`src/rtl/fetch_unit.sv`:
```
// Instruction fetch unit: issues one word request at a time to instruction memory and
// presents the returned instruction downstream, with stall, redirect and misalign handling.
module fetch_unit #(
    parameter logic [31:0] RESET_PC = 32'h0000_3000
) (
    input  logic        clk,
    input  logic        rst_n,
    output logic        imem_req,
    output logic [31:0] imem_addr,
    input  logic        imem_ready,
    input  logic [31:0] imem_rdata,
    input  logic        stall,
    input  logic        redirect_valid,
    input  logic [31:0] redirect_pc,
    output logic        inst_valid,
    output logic [31:0] inst,
    output logic [5:0]  op,
    output logic [31:0] pc_out,
    output logic [31:0] pc_plus4,
    output logic        misalign
);

    typedef enum logic [1:0] {
        BOOT  = 2'd0,
        FETCH = 2'd1,
        ISSUE = 2'd2
    } state_t;

    state_t      state_r, state_s;
    logic [31:0] pc_r, pc_s;
    logic [31:0] pc_plus4_r;
    logic [31:0] inst_r, inst_s;
    logic        inst_valid_r, inst_valid_s;
    logic        pend_r, pend_s;
    logic [31:0] pend_pc_r, pend_pc_s;
    logic        misalign_r, misalign_s;
    logic        imem_req_r;
    logic [31:0] redir_pc_s;

    assign redir_pc_s = {redirect_pc[31:2], 2'b00};

    // Next-state and next-register computation for the BOOT/FETCH/ISSUE sequencer.
    always_comb begin
        state_s      = state_r;
        pc_s         = pc_r;
        inst_s       = inst_r;
        inst_valid_s = inst_valid_r;
        pend_s       = pend_r;
        pend_pc_s    = pend_pc_r;
        misalign_s   = misalign_r;

        if (redirect_valid && (state_r != BOOT) && (redirect_pc[1:0] != 2'b00)) begin
            misalign_s = 1'b1;
        end else begin
            misalign_s = misalign_r;
        end

        case (state_r)
            BOOT: begin
                state_s = FETCH;
            end
            FETCH: begin
                if (imem_ready) begin
                    // A response to a superseded address is dropped and the fetch restarts.
                    if (pend_r || redirect_valid) begin
                        pc_s   = redirect_valid ? redir_pc_s : pend_pc_r;
                        pend_s = 1'b0;
                    end else begin
                        inst_s       = imem_rdata;
                        inst_valid_s = 1'b1;
                        state_s      = ISSUE;
                    end
                end else if (redirect_valid) begin
                    pend_s    = 1'b1;
                    pend_pc_s = redir_pc_s;
                end else begin
                    state_s = FETCH;
                end
            end
            ISSUE: begin
                if (redirect_valid) begin
                    inst_valid_s = 1'b0;
                    pc_s         = redir_pc_s;
                    state_s      = FETCH;
                end else if (!stall) begin
                    inst_valid_s = 1'b0;
                    pc_s         = pc_r + 32'd4;
                    state_s      = FETCH;
                end else begin
                    state_s = ISSUE;
                end
            end
            default: begin
                state_s = BOOT;
            end
        endcase
    end

    // State and datapath registers; imem_req and pc_plus4 are registered from next values.
    always_ff @(posedge clk or negedge rst_n) begin
        if (!rst_n) begin
            state_r      <= BOOT;
            pc_r         <= RESET_PC;
            pc_plus4_r   <= RESET_PC + 32'd4;
            inst_r       <= 32'd0;
            inst_valid_r <= 1'b0;
            pend_r       <= 1'b0;
            pend_pc_r    <= 32'd0;
            misalign_r   <= 1'b0;
            imem_req_r   <= 1'b0;
        end else begin
            state_r      <= state_s;
            pc_r         <= pc_s;
            pc_plus4_r   <= pc_s + 32'd4;
            inst_r       <= inst_s;
            inst_valid_r <= inst_valid_s;
            pend_r       <= pend_s;
            pend_pc_r    <= pend_pc_s;
            misalign_r   <= misalign_s;
            imem_req_r   <= (state_s == FETCH);
        end
    end

    assign imem_req   = imem_req_r;
    assign imem_addr  = pc_r;
    assign inst_valid = inst_valid_r;
    assign inst       = inst_r;
    assign op         = inst_r[31:26];
    assign pc_out     = pc_r;
    assign pc_plus4   = pc_plus4_r;
    assign misalign   = misalign_r;

endmodule

```
`config.mk`:
```
export PLATFORM = sky130hd
export DESIGN_NAME = fetch_unit
export DESIGN_NICKNAME = d
export VERILOG_FILES = /design/src/rtl/fetch_unit.sv
export SDC_FILE = /design/constraint.sdc
export NUM_CORES = 1
export LEC_CHECK = 0
export ABC_AREA = 1
export CAP_MARGIN = 20
export CORE_MARGIN = 5
export CORE_UTILIZATION = 45
export CTS_BUF_LIST = sky130_fd_sc_hd__clkbuf_8 sky130_fd_sc_hd__clkbuf_16
export DETAILED_ROUTE_END_ITERATION = 8
export GPL_ROUTABILITY_DRIVEN = 0
export PLACE_DENSITY_LB_ADDON = 0.1
export SLEW_MARGIN = 20
export SYNTH_ARGS = -nofsm -noshare
export SYNTH_HDL_FRONTEND = slang
export SYNTH_SLANG_ARGS = --single-unit
```
`constraint.sdc`:
```
create_clock -name clk -period 3.1 [get_ports clk]
set_input_delay 0.62 -clock clk [delete_from_list [all_inputs] [get_ports clk]]
set_output_delay 0.62 -clock clk [all_outputs]
set_load 0.01 [all_outputs]
```
==> results of run 1 <==
flip-flops by register name, summed over array words and instances, names as in the netlist, named ones only:
signal,count
imem_addr,30
pend_r,1
inst,32
pend_pc_r,32
misalign,1
imem_req,1
pc_plus4,30
inst_valid,1
state_r,2
cell usage after synthesis (all sizes together):
library cell | count | area [µm²]
nor2 | 149 | 662
o21a | 2 | 15.0
clkbuf | 15 | 57.6
nand4 | 18 | 113
buf | 69 | 490
or2 | 1 | 6.26
a21oi | 37 | 260
nand3 | 89 | 470
o31ai | 1 | 7.51
mux2 | 32 | 360
a21o | 1 | 7.51
and2 | 1 | 6.26
o21ai | 89 | 460
nor3 | 4 | 30.0
o21bai | 4 | 30.0
a22oi | 4 | 30.0
dfstp | 5 | 131
o22ai | 11 | 68.8
inv | 135 | 509
xor2 | 19 | 166
nor3b | 1 | 7.51
nand3b | 3 | 22.5
ha | 6 | 75.1
a31oi | 1 | 6.26
o211ai | 12 | 95.1
nand2 | 263 | 1000
dfrtp | 127 | 3180
through the flow:
step	setup TNS (ns)	area, µm²	total power, mW
detailed placement	-0.116	10400	11.6
global route	0	11000	14.8
floorplan	0	8270	8.27
finish	0	11000	13.8
global placement	-0.0913	10400	11.6
CTS	0	11000	13.8
layout make-up:
class                   count  area (µm²)
fillers                  1637        7040
multi-input cells         748        3900
flip-flops and latches    132        3310
repair buffers            247        2390
inverters                 135         509
clock buffers              17         425
well taps                 229         287
clock inverters            15         160
placed cells by master (no fill, tap or decap), types with 2 or more instances in the layout:
cell type	synthesis	layout
xor2_1	19	19
o21ai_0	72	72
nor2_1	124	124
clkdlybuf4s50_1	0	203
o21ai_1	13	13
nand2_2	6	6
a22oi_1	4	4
dfstp_2	5	5
o22ai_1	11	11
buf_4	41	40
o21a_1	2	2
o211ai_1	11	11
nand3b_1	3	3
nor2_2	17	17
mux2_2	32	32
inv_2	8	8
a21oi_1	27	27
nor2_4	8	8
ha_1	6	6
a21oi_4	5	5
nand2_1	257	257
nor3_2	2	2
nor3_1	2	2
o21bai_1	4	4
nand3_1	84	84
inv_1	126	126
a21oi_2	5	5
buf_12	0	2
clkinvlp_4	0	4
inv_8	0	5
nand4_1	18	18
o21ai_2	4	4
inv_6	0	5
dfrtp_1	127	127
clkbuf_16	0	17
nand3_2	5	5
worst paths after layout:
check / slack (ns) / endpoint / depth (start not counted) / start
setup / recovery: 0.30 / pc_plus4[22] / 13 / stall
hold / removal: 0.12 / inst[29] / 1 / rst_n
setup reg to reg: 0.31 / pc_plus4[21] / 13 / state_r[1]
hold reg to reg: 0.47 / pend_pc_r[0] / 2 / pend_pc_r[0]
max in group asynchronous: 2.18 / imem_addr[21] / 2 / rst_n
min in group clk: 0.47 / pend_pc_r[0] / 2 / pend_pc_r[0]
logic make-up (layout without fill, tap and decap cells):
family                   Yosys count  in the layout  share of synthesized area, %
buffers and inverters            219            414                          12.8
AO/OA/AOI/OAI                    162            162                          11.9
multiplexers                      32             32                          4.36
XOR/XNOR                          19             19                          2.01
AND/OR/NAND/NOR                  529            529                          28.1
adder cells (fa/ha/maj)            6              6                         0.908
flip-flops                       132            132                          40.0
power by group:
group	internal, mW	total (mW)	switching [mW]	leakage, nW
combinational	3.52	8.28	4.76	3.15
clock	1.14	2.03	0.885	0.277
sequential	2.65	3.46	0.806	1.58
total	7.31	13.8	6.45	5.01
metal layers:
| layer | global-route usage (%) | wire [µm] | part of all wire (%) | up-vias |
|---|---|---|---|---|
| li1 | - | - | - | 3861 |
| met1 | 35.2 | 12100 | 46 | 3661 |
| met2 | 38.1 | 11600 | 44 | 341 |
| met3 | 5.33 | 1970 | 7.5 | 35 |
| met4 | 6.72 | 534 | 2.0 | 0 |
| met5 | 0 | 0 | 0 | - |
worst max-delay path: cells and delay by family:
| kind | cells | cell delay [ns] |
|---|---|---|
| AOI/OAI and AO/OA | 1 | 0.21 |
| xor gates and xnor gates | 1 | 0.19 |
| buffers and inverters | 2 | 0.76 |
| and+or+nand+nor | 9 | 1.32 |
==> impl_metrics.env, run 1 <==
export IMPL_dp_cells=1491
export IMPL_hold_path_class="in -> async"
export IMPL_cp_max_fo=5
export IMPL_drive_above_1_share_pct=13.6
export IMPL_critPathLaunchType="primary input"
export IMPL_htree_levels=4
export IMPL_finalSetupViolCount=0
export IMPL_initial_core_util_pct=45.9
export IMPL_crit_top_cell="nand3_1"
export IMPL_core_um2=18000
export IMPL_clockBufferDepth=2
export IMPL_cp_required_ns=3.41
export IMPL_cts_root_buffer_cell="clkbuf_16"
export IMPL_insertion_delay_ns=0.43
export IMPL_numCtsBuffers=17
export IMPL_cts_setup_buffers=0
export IMPL_routed_via_density=5.19
export IMPL_slew_headroom_pct=51.2
export IMPL_clkSinkCount=132
export IMPL_worstMarginPinSlew_ns=0.731
export IMPL_routedWlPerCell_um=17.2
export IMPL_hold_viol=0
export IMPL_hold_buffers=0
export IMPL_critical_path_slowest_cell="clkdlybuf4s50_1"
export IMPL_rsz0062_at_grt="false"
export IMPL_grt_first_pass_wirelength_um=42300
export IMPL_die_area_um2=21200
export IMPL_synth_cell_type_count=43
export IMPL_max_stage_delay_ns=0.54
export IMPL_ys_warn_count=0
export IMPL_synth_seq_cells=132
export IMPL_cts_tree="built"
export IMPL_leakagePower_nw=5.01
export IMPL_cts_resized_gates=0
export IMPL_endpoint_kind="register"
export IMPL_slew_viol_final=0
export IMPL_arrival_ns=3.11
export IMPL_drc_errors=0
export IMPL_grt_pass1_vias=7650
export IMPL_vdd_drop_max_mv=0.640
export IMPL_n_antenna_cell=0
export IMPL_ant_nets=0
export IMPL_wirelength_um=26300
export IMPL_clk_pin_slew_ns=0.07
export IMPL_synthCells=1099
export IMPL_cp_cell_sequence="clkdlybuf4s50_1 -> buf_4 -> nor2_2 -> nand3_2 -> nor2_4 -> nand2_1 -> nand3_1 -> nand2_1 -> a21oi_4 -> nand3_1 -> nor2_2 -> nand3_1 -> xor2_1"
export IMPL_seq_area_frac_synth_pct=40.0
export IMPL_grt_max_degree=56
export IMPL_synth_area_um2=8270
export IMPL_layout_cells_non_filler=1523
export IMPL_grt_overflow=0
export IMPL_track_usage_pct=24.7
export IMPL_layout_worst_path_cycle_share_pct=90.2
export IMPL_synth_area_per_cell_um2=7.52
export IMPL_die_height_um=146
export IMPL_dp_hpwl_um=19800
export IMPL_timing_hold_ws_ns=0.119
export IMPL_setup_worst_path_class="in -> reg"
export IMPL_dr_pass1_iters=6
export IMPL_synth_nets=1174
export IMPL_placementRows=49
export IMPL_status="complete, no violations"
export IMPL_fin_ws_ns=0.304
export IMPL_power_density_nw_per_um2=1250
export IMPL_num_vias=7898
export IMPL_fp_dieW_um=146
export IMPL_dp_slack_ns=-0.106
export IMPL_io_buffers=205
export IMPL_grt_antenna_before_repair=0
export IMPL_drt_initial_drc_count=567
export IMPL_ioPinCount=206
export IMPL_skew_ns=0.0134
export IMPL_nNetsFinal=1356
export IMPL_fmax_mhz=358
export IMPL_drv_cap=0
export IMPL_utilization_pct=60.9
export IMPL_syn2layout_area_growth_pct=32.8
export IMPL_fin_crit_ns=2.80
Power figures use the tool's default switching activity.
==> run 2, diff against run 1 <==
==> constraint.sdc (replaced) <==
create_clock -name clk -period 3.2 [get_ports clk]
set_input_delay 0.64 -clock clk [delete_from_list [all_inputs] [get_ports clk]]
set_output_delay 0.64 -clock clk [all_outputs]
set_load 0.01 [all_outputs]
==> impl_metrics.env, run 2 (synthesis gave the netlist of run 1 again) <==
export IMPL_status="complete, no violations"
export IMPL_cts_resized_gates=0
export IMPL_routedWlPerCell_um=17.4
export IMPL_clockBufferDepth=2
export IMPL_nNetsFinal=1347
export IMPL_wirelength_um=26300
export IMPL_final_cell_mix="nand2_1, clkdlybuf4s50_1, dfrtp_1"
export IMPL_die_area_um2=21200
export IMPL_clk_pin_slew_ns=0.06
export IMPL_grt_first_pass_wirelength_um=42400
export IMPL_cts_tree="built"
export IMPL_dp_slack_ns=0.0905
export IMPL_critPathLaunchType="register"
export IMPL_endpoint_kind="register"
export IMPL_drv_cap=0
export IMPL_num_vias=7866
export IMPL_utilization_pct=60.6
export IMPL_die_height_um=146
export IMPL_cp_required_ns=3.52
export IMPL_hold_buffers=0
export IMPL_grt_antenna_before_repair=0
export IMPL_grt_pass1_vias=7783
export IMPL_ant_nets=0
export IMPL_critical_path_slowest_cell="dfrtp_1"
export IMPL_vdd_drop_max_mv=0.773
export IMPL_rsz0062_at_grt="false"
export IMPL_reg2reg_to="pc_plus4[30]"
export IMPL_regArea_um2=3310
export IMPL_ioPinCount=206
export IMPL_cp_top_family="simple AND/OR/NAND/NOR gates"
export IMPL_fillers=1650
export IMPL_core_um2=18000
export IMPL_worst_path_buf_inv=4
export IMPL_skew_ns=0.0105
export IMPL_leakagePower_nw=4.97
export IMPL_cp_max_fo=12
export IMPL_drive_above_1_share_pct=13.0
export IMPL_setup_worst_path_class="reg -> reg"
export IMPL_ff2ff_path_depth=16
export IMPL_arrival_ns=3.11
export IMPL_cp_cell_sequence="inv_1 -> ha_1 -> inv_2 -> nor2_4 -> nand3_1 -> o211ai_1 -> inv_1 -> a21oi_4 -> ha_1 -> nand2_1 -> nor2_4 -> inv_1 -> nor3_2 -> nand3_1 -> nand2_1 -> nand2_1"
export IMPL_fmax_mhz=359
export IMPL_grt_overflow=0
export IMPL_final_common_cell="nand2_1"
export IMPL_insertion_delay_ns=0.42
export IMPL_syn2layout_area_growth_pct=32.1
export IMPL_slew_viol_final=0
export IMPL_drc_errors=0
export IMPL_n_antenna_cell=0
export IMPL_max_stage_delay_ns=0.41
export IMPL_r2r_start="state_r[0]"
export IMPL_placementRows=49
export IMPL_routed_via_density=5.20
export IMPL_dp_hpwl_um=19900
export IMPL_hold_path_class="in -> async"
export IMPL_io_buffers=205
export IMPL_fin_setup_tns_ns=0
export IMPL_layout_worst_path_cycle_share_pct=87.1
export IMPL_htree_levels=4
export IMPL_dr_pass1_iters=5
export IMPL_hold_viol=0
export IMPL_fp_dieW_um=146
export IMPL_slew_headroom_pct=49.8
export IMPL_total_power_mw=13.3
export IMPL_power_density_nw_per_um2=1220
export IMPL_fin_crit_ns=2.79
export IMPL_fin_ws_ns=0.412
export IMPL_numCtsBuffers=17
export IMPL_path_depth=16
export IMPL_finalSetupViolCount=0
export IMPL_r2r_slack_ns=0.41
export IMPL_initial_core_util_pct=45.9
export IMPL_clkSinkCount=132
export IMPL_timing_hold_ws_ns=0.203
export IMPL_multiInputGateArea_um2=3900
export IMPL_cts_setup_buffers=0
export IMPL_cts_root_buffer_cell="clkbuf_16"
export IMPL_grt_max_degree=63
export IMPL_worstMarginPinSlew_ns=0.752
export IMPL_track_usage_pct=24.7
export IMPL_drt_initial_drc_count=542
[run 2: changes by cell type in the layout (fill, tap and decap cells not counted)]
cell / before / now
bufinv_16: 1 / 2
buf_4: 40 / 32
buf_12: 2 / 1
clkinvlp_4: 4 / 3
[run 2: stage by stage]
stage,instance area (µm²),cells
after floorplan,8270,1099
final,10900,1514
after global routing,10900,1514
after global placement,10300,1482
after detailed placement,10300,1482
after CTS,10900,1514
[run 2: worst max-delay path by stage]
stage / startpoint / end / slack, ns
after detailed placement: stall / pc_plus4[19] / 0.09
after global routing: state_r[0] / pc_plus4[18] / 0.20
after floorplan: redirect_valid / pc_plus4[18] / 0.59
after global placement: stall / pc_plus4[19] / 0.10
final: state_r[0] / pc_plus4[30] / 0.41
after CTS: state_r[0] / pc_plus4[18] / 0.45
[run 2: routing by layer]
| layer | GRT usage [%] | up-vias | wire, µm |
|---|---|---|---|
| met1 | 35.5 | 3628 | 12200 |
| met5 | 0 | - | 0 |
| met3 | 5.08 | 35 | 2080 |
| met2 | 37.8 | 363 | 11500 |
| li1 | - | 3840 | - |
| met4 | 7.14 | 0 | 491 |
[run 2: final cells by class]
cell class / instances / area share, %
multi-input combinational: 748 / 35.7
sequential: 132 / 30.3
timing repair buffer: 238 / 21.1
inverter: 135 / 4.66
clock buffer: 17 / 3.89
tap: 229 / 2.62
clock inverter: 15 / 1.67
[run 2: where the power goes]
group	switching [mW]	internal, mW	leakage, nW	total (mW)
clock network	0.846	1.19	0.291	2.03
registers	0.795	2.57	1.58	3.36
logic	4.60	3.33	3.10	7.93
==> run 3, diff against run 2 <==
--- a/config.mk
+++ b/config.mk
@@ -10,6 +10,7 @@
 export CORE_MARGIN = 5
 export CORE_UTILIZATION = 45
 export CTS_BUF_LIST = sky130_fd_sc_hd__clkbuf_8 sky130_fd_sc_hd__clkbuf_16
+export CTS_CLUSTER_SIZE = 28
 export DETAILED_ROUTE_END_ITERATION = 8
 export GPL_ROUTABILITY_DRIVEN = 0
 export PLACE_DENSITY_LB_ADDON = 0.1
==> results of run 3 <==
No change in the layout: final DEF, timing and power equal those of run 2.
